[src/rtl/rv32i_instr_encoder.sv]
// RV32I field-to-word encoder with immediate legality checks and a registered valid/ready
// output stage tagged with sequential IMEM word addresses. Optional macro: RV32I_ENC_ERRCNT_EN.
module rv32i_instr_encoder #(
    parameter int unsigned IMEM_DEPTH = 1024,
    parameter int unsigned ADDR_W     = 10
) (
    input  logic              clk_i,
    input  logic              rst_i,
    input  logic              clear_i,
    input  logic              in_valid_i,
    output logic              in_ready_o,
    input  logic [2:0]        fmt_i,
    input  logic [6:0]        opcode_i,
    input  logic [4:0]        rd_i,
    input  logic [4:0]        rs1_i,
    input  logic [4:0]        rs2_i,
    input  logic [2:0]        funct3_i,
    input  logic [6:0]        funct7_i,
    input  logic [31:0]       imm_i,
    output logic              out_valid_o,
    input  logic              out_ready_i,
    output logic [31:0]       instr_o,
    output logic [ADDR_W-1:0] addr_o,
    output logic              err_o,
    output logic              full_o
`ifdef RV32I_ENC_ERRCNT_EN
    ,
    output logic [15:0]       err_cnt_o
`endif
);

    // One extra bit so the counter can hold IMEM_DEPTH itself when 2**ADDR_W == IMEM_DEPTH.
    localparam int unsigned     CntW     = ADDR_W + 1;
    localparam logic [CntW-1:0] DepthCnt = CntW'(IMEM_DEPTH);

    typedef enum logic [1:0] {StIdle, StFill, StFull} state_e;

    state_e            r_state;
    state_e            w_state_next;
    logic [CntW-1:0]   r_count;
    logic [CntW-1:0]   w_cnt_inc;
    logic              r_valid;
    logic [31:0]       r_instr;
    logic [ADDR_W-1:0] r_addr;
    logic              r_err;

    logic              w_hs;
    logic              w_accept;
    logic [ADDR_W-1:0] w_next_addr;
    logic [31:0]       w_enc;
    logic              w_imm_ok;
    logic              w_err;
    logic              w_fits12;
    logic              w_fits13;
    logic              w_fits21;

    assign in_ready_o  = !full_o && !clear_i && (!r_valid || out_ready_i);
    assign w_accept    = in_valid_i && in_ready_o;
    assign w_hs        = r_valid && out_ready_i;
    assign w_cnt_inc   = r_count + 1'b1;
    // A word loaded in the same cycle as a handshake takes the post-increment address.
    assign w_next_addr = w_hs ? w_cnt_inc[ADDR_W-1:0] : r_count[ADDR_W-1:0];

    // Signed range checks expressed as "upper bits are a sign extension".
    assign w_fits12 = (imm_i[31:11] == {21{imm_i[11]}});
    assign w_fits13 = (imm_i[31:12] == {20{imm_i[12]}});
    assign w_fits21 = (imm_i[31:20] == {12{imm_i[20]}});

    always_comb begin
        w_enc    = '0;
        w_imm_ok = 1'b1;
        case (fmt_i)
            3'd0: w_enc = {funct7_i, rs2_i, rs1_i, funct3_i, rd_i, opcode_i};
            3'd1: begin
                w_enc    = {imm_i[11:0], rs1_i, funct3_i, rd_i, opcode_i};
                w_imm_ok = w_fits12;
            end
            3'd2: begin
                w_enc    = {imm_i[11:5], rs2_i, rs1_i, funct3_i, imm_i[4:0], opcode_i};
                w_imm_ok = w_fits12;
            end
            3'd3: begin
                w_enc    = {imm_i[12], imm_i[10:5], rs2_i, rs1_i, funct3_i,
                            imm_i[4:1], imm_i[11], opcode_i};
                w_imm_ok = w_fits13 && !imm_i[0];
            end
            3'd4: begin
                w_enc    = {imm_i[31:12], rd_i, opcode_i};
                w_imm_ok = (imm_i[11:0] == 12'h000);
            end
            3'd5: begin
                w_enc    = {imm_i[20], imm_i[10:1], imm_i[11], imm_i[19:12], rd_i, opcode_i};
                w_imm_ok = w_fits21 && !imm_i[0];
            end
            default: w_imm_ok = 1'b0;
        endcase
    end

    assign w_err = (opcode_i[1:0] != 2'b11) || !w_imm_ok;

    always_ff @(posedge clk_i) begin
        if (rst_i) begin
            r_state <= StIdle;
        end else begin
            r_state <= w_state_next;
        end
    end

    always_comb begin
        w_state_next = r_state;
        if (clear_i) begin
            w_state_next = StIdle;
        end else if (w_hs && (r_state != StFull)) begin
            w_state_next = (w_cnt_inc == DepthCnt) ? StFull : StFill;
        end
    end

    always_comb begin
        full_o = (r_state == StFull);
    end

    always_ff @(posedge clk_i) begin
        if (rst_i || clear_i) begin
            r_count <= '0;
            r_valid <= 1'b0;
            r_instr <= '0;
            r_addr  <= '0;
            r_err   <= 1'b0;
        end else begin
            if (w_hs && (r_state != StFull)) begin
                r_count <= w_cnt_inc;
            end
            if (w_accept) begin
                r_valid <= 1'b1;
                r_instr <= w_err ? 32'h0000_0000 : w_enc;
                r_addr  <= w_next_addr;
                r_err   <= w_err;
            end else if (w_hs) begin
                r_valid <= 1'b0;
            end
        end
    end

    assign out_valid_o = r_valid;
    assign instr_o     = r_instr;
    assign addr_o      = r_addr;
    assign err_o       = r_err;

`ifdef RV32I_ENC_ERRCNT_EN
    logic [15:0] r_err_cnt;

    always_ff @(posedge clk_i) begin
        if (rst_i || clear_i) begin
            r_err_cnt <= '0;
        end else if (w_hs && r_err && (r_err_cnt != 16'hFFFF)) begin
            r_err_cnt <= r_err_cnt + 16'd1;
        end
    end

    assign err_cnt_o = r_err_cnt;
`endif

endmodule

[config.mk]
export PLATFORM = sky130hd
export DESIGN_NAME = rv32i_instr_encoder
export DESIGN_NICKNAME = d
export VERILOG_FILES = /design/src/rtl/rv32i_instr_encoder.sv
export SDC_FILE = /design/constraint.sdc
export NUM_CORES = 1
export LEC_CHECK = 0
export ABC_AREA = 1
export BUFFER_PORTS_ARGS = -buffer_cell sky130_fd_sc_hd__buf_2
export CORE_ASPECT_RATIO = 1.75
export CORE_UTILIZATION = 53
export DETAILED_ROUTE_END_ITERATION = 8
export PLACE_DENSITY = 0.94
export SLEW_MARGIN = 10
export SYNTH_ARGS = -nofsm -noshare
export SYNTH_HDL_FRONTEND = slang
export SYNTH_SLANG_ARGS = --single-unit
export TNS_END_PERCENT = 30
[constraint.sdc]
create_clock -name clk_i -period 3.2 [get_ports clk_i]
set_input_delay 0.32 -clock clk_i [delete_from_list [all_inputs] [get_ports clk_i]]
set_output_delay 0.32 -clock clk_i [all_outputs]
set_load 0.1 [all_outputs]
==> results of run 1 <==
==> metrics by stage <==
| stage | total power [W] | setup WS [ns] | hold WS, ns | utilization (%) |
|---|---|---|---|---|
| CTS | 0.00169 | 1.27 | 0.283 | 69.5 |
| global placement | 0.00102 | 1.17 | 0.453 | 66.2 |
| global route | 0.00175 | 1.04 | 0.317 | 69.5 |
| finish | 0.00169 | 1.26 | 0.299 | 69.5 |
| detailed placement | 0.00103 | 1.09 | 0.458 | 66.2 |
| floorplan | 0.000940 | 0.434 | 0.445 | - |
==> state kept, by name (all words and copies together) (netlist names) <==
register / flops
instr_o: 32
r_count: 11
addr_o: 10
r_state: 2
err_o: 1
out_valid_o: 1
==> cells in the mapped netlist (4+ instances only) <==
library cell | instances | area, um2
nor2_2 | 4 | 25.0
o21ai_0 | 28 | 140
clkbuf_1 | 14 | 52.6
nand3_1 | 32 | 160
dfxtp_1 | 57 | 1140
nand2_1 | 156 | 586
xor2_1 | 5 | 43.8
a31oi_1 | 8 | 50.1
nor2_1 | 73 | 274
nand4_1 | 6 | 37.5
a221oi_1 | 4 | 35.0
a21oi_1 | 48 | 240
inv_2 | 6 | 22.5
nor2_4 | 10 | 113
inv_1 | 49 | 184
==> final cells by class <==
| cell class | count | share of cell area, % |
|---|---|---|
| clock inverter | 5 | 1.33 |
| sequential | 57 | 27.5 |
| tap | 78 | 2.35 |
| inverter | 58 | 5.24 |
| clock buffer | 11 | 3.40 |
| multi-input combinational | 396 | 45.6 |
| timing repair buffer | 120 | 14.6 |
==> layer usage <==
metal,vias to the layer above,GRT usage (%),wire [um]
li1,1924,-,-
met1,1762,32.4,3630
met3,44,5.55,558
met4,0,19.7,493
met5,-,0,0
met2,209,56.7,5340
==> report_power, final <==
group / leakage (nW) / switching [W] / internal [W]
registers: 0.461 / 0.00000556 / 0.000719
clock network: 0.0953 / 0.000294 / 0.000378
logic: 1.39 / 0.000217 / 0.0000816
==> critical path: stages, from the launching register on <==
cell     delay, ns
dfxtp_1       0.36
nor2_2        0.08
nor3_4        0.17
nand2_1       0.10
inv_2         0.34
nand2_2       0.30
a21oi_1       0.24
nand3_1       0.11
a21oi_1       0.15
==> path summary, 6_finish.rpt <==
kind | startpoint | end | slack, ns | cells past startpoint
min reg2reg | r_state[1]$_SDFFE_PP0P_ | r_state[1]$_SDFFE_PP0P_ | 0.47 | 2
max | r_state[0]$_SDFFE_PP0P_ | instr_o[18]$_SDFFE_PP0P_ | 1.26 | 8
max reg2reg | r_state[0]$_SDFFE_PP0P_ | instr_o[18]$_SDFFE_PP0P_ | 1.26 | 8
min | opcode_i[2] | instr_o[2]$_SDFFE_PP0P_ | 0.30 | 5
==> placed cells by master, fill, tap and decap left out, types with 2 or more instances in the layout <==
cell type / netlist / final
o21ai_0: 28 / 28
clkinv_1: 3 / 3
clkbuf_8: 0 / 10
a221oi_1: 4 / 4
inv_2: 6 / 6
clkinvlp_4: 0 / 2
buf_2: 3 / 117
nand2_1: 156 / 156
clkinv_2: 0 / 2
a31oi_1: 8 / 8
a21oi_1: 48 / 48
nor2_2: 4 / 5
nand2_2: 3 / 3
xor2_1: 5 / 5
nand2_4: 2 / 2
nor2_4: 10 / 10
o31ai_1: 3 / 3
nor2_1: 73 / 72
buf_4: 0 / 3
nand3_1: 32 / 32
inv_1: 49 / 49
nand4_1: 6 / 6
dfxtp_1: 57 / 57
==> cell families after synthesis <==
| family | share of synthesized area, % |
|---|---|
| compound gates | 15.6 |
| xor+xnor | 1.57 |
| fa+ha+maj | 0.374 |
| buf+inv | 9.48 |
| flops | 34.2 |
| simple gates | 38.8 |
==> run metrics, run 1 <==
status=complete, no violations; layout cells sized above 1=25.7%; Num Clock Sinks=57; core region area=5970 um2; DRC violations left=0; Post-synth top flop=dfxtp_1; Synth Register Bits=57; 1st-iter DRT viols=382; H-tree depth=3; RSZ-0062 raised after global routing=no; Placed Instances=709; Post-synth EDFFs=0; WP data required=3.47 ns; async set-reset flop share out of synthesis=0%; Via density=5.43; drt first pass iters=5; # rows=37; WL final=10000 um; post-route cell area=4150 um2; first-pass GRT wire length=15900 um; crit path launch type=flop; Port Buffers=117; cts hold-fix bufs=0; slew margin rel.=50.9%; GRT Overall Usage=32.0%; pwr dens=408 nW/um2; Wirelength per Cell=13.8 um; Synth-to-Final Area Change=24.3%; synth unique cells=35; fillers=496; Max Slew Vio Count=0; Chip Height=107 um; syn nets=603; GP Congestion=1.02; setup_tns=0 ns; Slew @ Worst Pin=0.734 ns; area of the multi-input gates=1890 um2; Placed Area=3960 um2; final count of hold timing violations=0; Cell Area, Synth=3340 um2; Setup crit end kind=flop; io pins=118; vias in the first global route=3617; worst skew pair latency=0.34 ns; clock period minus worst slack=1.94 ns; Lkg Pwr=1.94 nW; Post-CTS Resized=0; Post-CTS Setup Bufs=0; DP HPWL=7520 um; syn avg cell area=6.30 um2; nets@finish=715; post-route insts no fill=725; Achievable Freq=516 MHz; Die ar.=6640 um2; Num CTS Buffers=9; GRT overflow=0; Max Root-Sink Buffers=2; # setup viols final=0; skew final=0.00891 ns; Die X=62.0 um; clock root buffer=clkbuf_8; Clock transition at path regs=0.07 ns; pin count of the biggest net entering global routing=42; DR vias=3939; maximum vdd drop=231 uV; Final ANT Viol Nets=0; critical path fanouts, max=28; hold crit path type=input port to flop; crit path DAT=2.21 ns; # diodes=0; cells after synthesis=530; FF+latch area=1140 um2; WS Path Type=flop to flop; starting density of the core=55.9%; initial antenna violation count=0; Synthesis Warnings=0; Seq/Total Area, Yosys=34.2%; MaxCap Viol Count=0; Final period util=60.5%; CTS tree=yes
Power figures use the tool's default switching activity.
==> inputs of run 2 (changes only) <==
ABC_AREA = 0   (was 1)
CORE_UTILIZATION = 45   (was 53)
PLACE_DENSITY = 0.86   (was 0.94)
clock period = 1.65 ns   (was 3.2 ns; I/O delays follow)
==> run metrics, run 2 <==
status=finished with violations (was complete, no violations); failing checks=negative setup slack; Lkg Pwr=2.04 nW (was 1.94 nW); reg2reg start=r_count[1]$_SDFFE_PP0P_ (was r_state[0]$_SDFFE_PP0P_); share of the synthesized area in the top cell type=34.5% (was 34.2%); GRT overflow=0 (unchanged); FF+latch area=1150 um2 (was 1140 um2); most frequent cells in the layout=116 x buf_2, 59 x buf_4, 53 x dfxtp_1, 51 x nand2_1, 35 x nor2_1 (was 156 x nand2_1, 117 x buf_2, 72 x nor2_1, 57 x dfxtp_1, 49 x inv_1); synth unique cells=47 (was 35); synth top area cells=dfxtp_1 35%, o31ai_2 11%, nand2_1 6.0%, nor2_1 4.2%, mux2i_1 3.0% (was dfxtp_1 34%, nand2_1 18%, nor2_1 8.2%, a21oi_1 7.2%, inv_1 5.5%); Final Util=67.6% (was 69.5%); Clock transition at path regs=0.05 ns (was 0.07 ns); worst slack, placed=-0.296 ns (was 1.09 ns); skew final=0.00735 ns (was 0.00891 ns); Die X=66.8 um (was 62.0 um); Worst R2R Setup Slack=-0.06 ns (was 1.26 ns); Final ANT Viol Nets=0 (unchanged); Num Clock Sinks=57 (unchanged); switching power share of the total=25.2% (was 30.5%); GP Congestion=0.883 (was 1.02); vias in the first global route=3447 (was 3617); end point of the critical path=r_state[1]$_SDFFE_PP0P_ (was instr_o[18]$_SDFFE_PP0P_); DP HPWL=7420 um (was 7520 um); first-pass GRT wire length=15600 um (was 15900 um); r2r endpoint=r_state[1]$_SDFFE_PP0P_ (was instr_o[18]$_SDFFE_PP0P_); final hold slack=0.101 ns (was 0.299 ns); Final period util=103% (was 60.5%); nets@finish=615 (was 715); worst skew pair latency=0.33 ns (was 0.34 ns); core region area=7130 um2 (was 5970 um2); Clock power frac=47.5% (was 39.6%); MaxCap Viol Count=0 (unchanged); pin count of the biggest net entering global routing=31 (was 42); slew margin rel.=64.7% (was 50.9%); Max Slew Vio Count=0 (unchanged); CP Launch Point=r_count[1]$_SDFFE_PP0P_ (was r_state[0]$_SDFFE_PP0P_); Synth-to-Final Area Change=45.9% (was 24.3%); Internal=0.00280 W (was 0.00118 W); cells after synthesis=379 (was 530); pwr dens=777 nW/um2 (was 408 nW/um2); hold crit path type=input port to flop (unchanged); critical path fanouts, max=4 (was 28); max reg flops=32 (unchanged); commonest non-fill, non-tap cell in the layout=buf_2 (was nand2_1); critical-path cell list=ha_4 > nand3_4 > or3_4 > mux2i_1 > a31o_1 > a32o_1 (was nor2_2 > nor3_4 > nand2_1 > inv_2 > nand2_2 > a21oi_1 > nand3_1 > a21oi_1); Die ar.=7700 um2 (was 6640 um2); reg2reg path depth=6 (was 8); fillers=530 (was 496); final worst slack=-0.0560 ns (was 1.26 ns); Placed Area=4410 um2 (was 3960 um2); Num CTS Buffers=9 (unchanged); initial antenna violation count=0 (unchanged); DRC violations left=0 (unchanged); 1st-iter DRT viols=221 (was 382); Achievable Freq=586 MHz (was 516 MHz); drt first pass iters=7 (was 5); Via density=5.74 (was 5.43); Crit-path slowest cell=or3_4 (was dfxtp_1); post-route cell area=4820 um2 (was 4150 um2); WP data required=1.86 ns (was 3.47 ns); io pins=118 (unchanged); Logic pwr share=15.2% (was 17.6%); WL final=10300 um (was 10000 um); Setup crit end kind=flop (unchanged); Chip Height=115 um (was 107 um); clock root buffer=clkbuf_16 (was clkbuf_8); Max Root-Sink Buffers=2 (unchanged); top post-synthesis cells by count=57 x dfxtp_1, 53 x nand2_1, 37 x nor2_1 (was 156 x nand2_1, 73 x nor2_1, 57 x dfxtp_1); async set-reset flop share out of synthesis=0% (unchanged); RSZ-0062 raised after global routing=yes (was no); slowest stage delay, CP=0.43 ns (was 0.36 ns); Post-synth EDFFs=0 (unchanged); # setup viols final=2 (was 0); crit path DAT=1.92 ns (was 2.21 ns); Net Sw Power=0.000945 W (was 0.000516 W); Synthesis Warnings=0 (unchanged); final count of hold timing violations=0 (unchanged); most frequent cell after synthesis=dfxtp_1 (was nand2_1); Cell Area, Synth=3300 um2 (was 3340 um2); # diodes=0 (unchanged); Port Buffers=117 (unchanged); crit path launch type=flop (unchanged); syn nets=452 (was 603); Synth Register Bits=57 (unchanged); H-tree depth=3 (unchanged); cts hold-fix bufs=0 (unchanged); Post-synth top flop=dfxtp_1 (unchanged); starting density of the core=46.3% (was 55.9%); area of the multi-input gates=2130 um2 (was 1890 um2); # rows=41 (was 37); Wirelength per Cell=16.3 um (was 13.8 um); GRT Overall Usage=26.7% (was 32.0%); clock period minus worst slack=1.71 ns (was 1.94 ns); layout cells sized above 1=47.3% (was 25.7%); Slew @ Worst Pin=0.524 ns (was 0.734 ns); cell taking the most area after synthesis=dfxtp_1 (unchanged); CTS tree=yes (unchanged); DR vias=3623 (was 3939); Seq/Total Area, Yosys=34.5% (was 34.2%); sequential power share=37.3% (was 42.8%); maximum vdd drop=492 uV (was 231 uV); WS Path Type=flop to flop (unchanged); syn avg cell area=8.72 um2 (was 6.30 um2)
-- run 2: routing by layer --
metal  track usage [%]  vias up  routed length, um
met5                 0        -                  0
met4              15.0        0                414
met3              6.05       35                689
met2              47.7      189               5350
met1              27.8     1684               3830
li1                  -     1715                  -
-- run 2: layout make-up --
cell class / instances / share of cell area, %
Inverter: 7 / 0.545
Tap cell: 86 / 2.23
Timing Repair Buffer: 181 / 23.4
Clock inverter: 3 / 0.883
Multi-Input combinational cell: 286 / 44.1
Sequential cell: 57 / 23.8
Clock buffer: 11 / 5.04
-- run 2: cell families after synthesis --
family	after synthesis	synth area share, %
AND/OR/NAND/NOR	161	25.2
XOR/XNOR	18	4.77
buffers and inverters	37	5.19
multiplexers	13	4.05
adder cells (fa/ha/maj)	1	0.379
flip-flops	57	34.5
AO/OA/AOI/OAI	92	25.9
-- run 2: worst min-delay path by stage --
stage | slack [ns] | depth (start not counted) | start | to
after floorplan | 0.32 | 2 | opcode_i[2] | instr_o[2]$_SDFFE_PP0P_
after global placement | 0.43 | 3 | opcode_i[5] | instr_o[5]$_SDFFE_PP0P_
after detailed placement | 0.44 | 3 | opcode_i[4] | instr_o[4]$_SDFFE_PP0P_
after CTS | 0.09 | 3 | opcode_i[4] | instr_o[4]$_SDFFE_PP0P_
after global routing | 0.10 | 3 | opcode_i[3] | instr_o[3]$_SDFFE_PP0P_
final | 0.10 | 3 | opcode_i[6] | instr_o[6]$_SDFFE_PP0P_
-- run 2: worst max-delay path: cells and delay by family (launching register included) --
family | cells | cell delay [ns]
AO/OA/AOI/OAI | 2 | 0.44
AND/OR/NAND/NOR | 2 | 0.51
adder cells (fa/ha/maj) | 1 | 0.15
flip-flops | 1 | 0.35
multiplexers | 1 | 0.14
-- run 2: per-stage QoR --
stage                     setup TNS [ns]  cells  power [W]
after floorplan                    -4.80    379    0.00172
after global placement             -9.49    614    0.00196
after detailed placement           -8.82    614    0.00197
after CTS                        -0.0967    630    0.00377
after global routing              -0.423    631    0.00386
final                            -0.0980    631    0.00374
-- run 2: power groups by stage --
stage	Clock [W]	Combinational, W	Sequential [W]
final	0.00178	0.000570	0.00140
after global routing	0.00187	0.000601	0.00139
after CTS	0.00181	0.000559	0.00139
after detailed placement	0	0.000546	0.00142
after global placement	0	0.000536	0.00142
after floorplan	0	0.000225	0.00150
-- run 2: timing repair --
item | 4_1_cts | 5_1_grt
setup buffers | 1 | 1
gates resized for setup | 5 | 17
setup endpoints to repair | 35 | 27
pin swaps | 4 | 7
gates cloned | 1 | 0
endpoints found under the hold margin | 0 | 0
==> inputs of run 3 (changes only) <==
PLACE_DENSITY = not set   (was 0.86)
PLACE_DENSITY_LB_ADDON = 0.1   (was not set)
==> run metrics, run 3 (synthesis results as in run 2) <==
status=complete, no violations (was finished with violations); Num Clock Sinks=57 (unchanged); Synth-to-Final Area Change=50.4% (was 45.9%); DRC violations left=0 (unchanged); commonest non-fill, non-tap cell in the layout=buf_2 (unchanged); Final period util=99.9% (was 103%); GRT Overall Usage=27.2% (was 26.7%); reg2reg start=r_state[1]$_SDFFE_PP0P_ (was r_count[1]$_SDFFE_PP0P_); Lkg Pwr=2.12 nW (was 2.04 nW); Final ANT Viol Nets=0 (unchanged); Setup crit end kind=flop (unchanged); crit path DAT=1.90 ns (was 1.92 ns); H-tree depth=3 (unchanged); pin count of the biggest net entering global routing=31 (unchanged); switching power share of the total=26.0% (was 25.2%); WS Path Type=flop to flop (unchanged); Wirelength per Cell=15.9 um (was 16.3 um); pwr dens=801 nW/um2 (was 777 nW/um2); starting density of the core=46.3% (unchanged); core region area=7130 um2 (unchanged); CP Launch Point=r_state[1]$_SDFFE_PP0P_ (was r_count[1]$_SDFFE_PP0P_); 1st-iter DRT viols=185 (was 221); Internal=0.00294 W (was 0.00280 W); final hold slack=0.0878 ns (was 0.101 ns); vias in the first global route=3408 (was 3447); Clock power frac=50.4% (was 47.5%); reg2reg path depth=6 (unchanged); Num CTS Buffers=9 (unchanged); r2r endpoint=instr_o[7]$_SDFFE_PP0P_ (was r_state[1]$_SDFFE_PP0P_); first-pass GRT wire length=15400 um (was 15600 um); Via density=5.56 (was 5.74); layout cells sized above 1=48.4% (was 47.3%); MaxCap Viol Count=0 (unchanged); slew margin rel.=61.8% (was 64.7%); Final Util=69.7% (was 67.6%); setup_tns=0 ns (was -0.0980 ns); most frequent cells in the layout=115 x buf_2, 65 x buf_4, 51 x nand2_1, 51 x dfxtp_1, 34 x nor2_1 (was 116 x buf_2, 59 x buf_4, 53 x dfxtp_1, 51 x nand2_1, 35 x nor2_1); Worst R2R Setup Slack=0.001 ns (was -0.06 ns); DP HPWL=7810 um (was 7420 um); # rows=41 (unchanged); end point of the critical path=instr_o[7]$_SDFFE_PP0P_ (was r_state[1]$_SDFFE_PP0P_); WL final=10200 um (was 10300 um); Port Buffers=117 (unchanged); Clock transition at path regs=0.06 ns (was 0.05 ns); worst skew pair latency=0.33 ns (about the same); Slew @ Worst Pin=0.573 ns (was 0.524 ns); nets@finish=622 (was 615); Logic pwr share=14.6% (was 15.2%); hold crit path type=input port to flop (unchanged); GP Congestion=0.933 (was 0.883); Achievable Freq=606 MHz (was 586 MHz); Die ar.=7700 um2 (unchanged); clock root buffer=clkbuf_16 (unchanged); Chip Height=115 um (unchanged); CTS tree=yes (unchanged); skew final=0.00617 ns (was 0.00735 ns); DR vias=3556 (was 3623); drt first pass iters=6 (was 7); Max Root-Sink Buffers=2 (unchanged); initial antenna violation count=0 (unchanged); Net Sw Power=0.00104 W (was 0.000945 W); max reg flops=32 (unchanged); fillers=607 (was 530); sequential power share=35.0% (was 37.3%); Max Slew Vio Count=0 (unchanged); # diodes=0 (unchanged); RSZ-0062 raised after global routing=yes (unchanged); clock period minus worst slack=1.65 ns (was 1.71 ns); io pins=118 (unchanged); # setup viols final=0 (was 2); GRT overflow=0 (unchanged); crit path launch type=flop (unchanged); final count of hold timing violations=0 (unchanged); critical path fanouts, max=19 (was 4); WP data required=1.90 ns (was 1.86 ns); maximum vdd drop=649 uV (was 492 uV); Die X=66.8 um (unchanged)
==> run 3: final cells by class <==
cell class / count / area [um2] / share of cell area [%]
sequential: 57 / 1150 / 23.2
clock buffer: 9 / 225 / 4.53
multi-input combinational: 285 / 2140 / 43.0
clock inverter: 7 / 93.8 / 1.89
timing repair buffer: 189 / 1230 / 24.7
inverter: 7 / 26.3 / 0.529
tap: 86 / 108 / 2.17
==> run 3: worst max-delay path, stage by stage, from the launching register on <==
cell,delay (ns)
dfxtp_2,0.32
nor2b_4,0.13
nor4b_4,0.33
and4_4,0.29
nand2_4,0.07
buf_12,0.19
o31ai_4,0.24
==> run 3: repair_timing <==
action / in CTS / in global routing
endpoints found under the setup margin: 35 / 36
pin swaps: 3 / 10
gates resized for setup: 9 / 18
setup buffers: 1 / 1
hold buffers: 0 / 0
==> run 3: worst min-delay path by stage <==
stage	start	slack (ns)	cells past startpoint	end
after detailed placement	opcode_i[3]	0.44	3	instr_o[3]$_SDFFE_PP0P_
after global routing	opcode_i[2]	0.09	3	instr_o[2]$_SDFFE_PP0P_
final	opcode_i[3]	0.09	3	instr_o[3]$_SDFFE_PP0P_
after CTS	opcode_i[3]	0.08	3	instr_o[3]$_SDFFE_PP0P_
after floorplan	opcode_i[2]	0.32	2	instr_o[2]$_SDFFE_PP0P_
after global placement	opcode_i[3]	0.43	3	instr_o[3]$_SDFFE_PP0P_
==> run 3: per-layer routing <==
| layer | up-vias | routed length [um] | GRT usage (%) |
|---|---|---|---|
| li1 | 1731 | - | - |
| met3 | 32 | 505 | 5.85 |
| met2 | 125 | 5650 | 51.2 |
| met4 | 0 | 483 | 17.7 |
| met1 | 1668 | 3550 | 24.9 |
| met5 | - | 0 | 0 |
==> run 3: power by group through the flow <==
stage                     Sequential, W  Combinational (W)  Clock, W
after floorplan                 0.00150           0.000225         0
after global placement          0.00142           0.000562         0
after detailed placement        0.00142           0.000567         0
after CTS                       0.00139           0.000573   0.00203
after global routing            0.00139           0.000623   0.00209
final                           0.00139           0.000583   0.00201
==> run 3: metrics by stage <==
step	setup slack (ns)	cells	total power [W]	instance area (um2)
finish	0.00106	640	0.00398	4970
detailed placement	-0.422	622	0.00199	4510
CTS	-0.00901	639	0.00400	4880
floorplan	-0.356	379	0.00172	3360
global placement	-0.337	622	0.00198	4510
global route	-0.0367	640	0.00410	4970
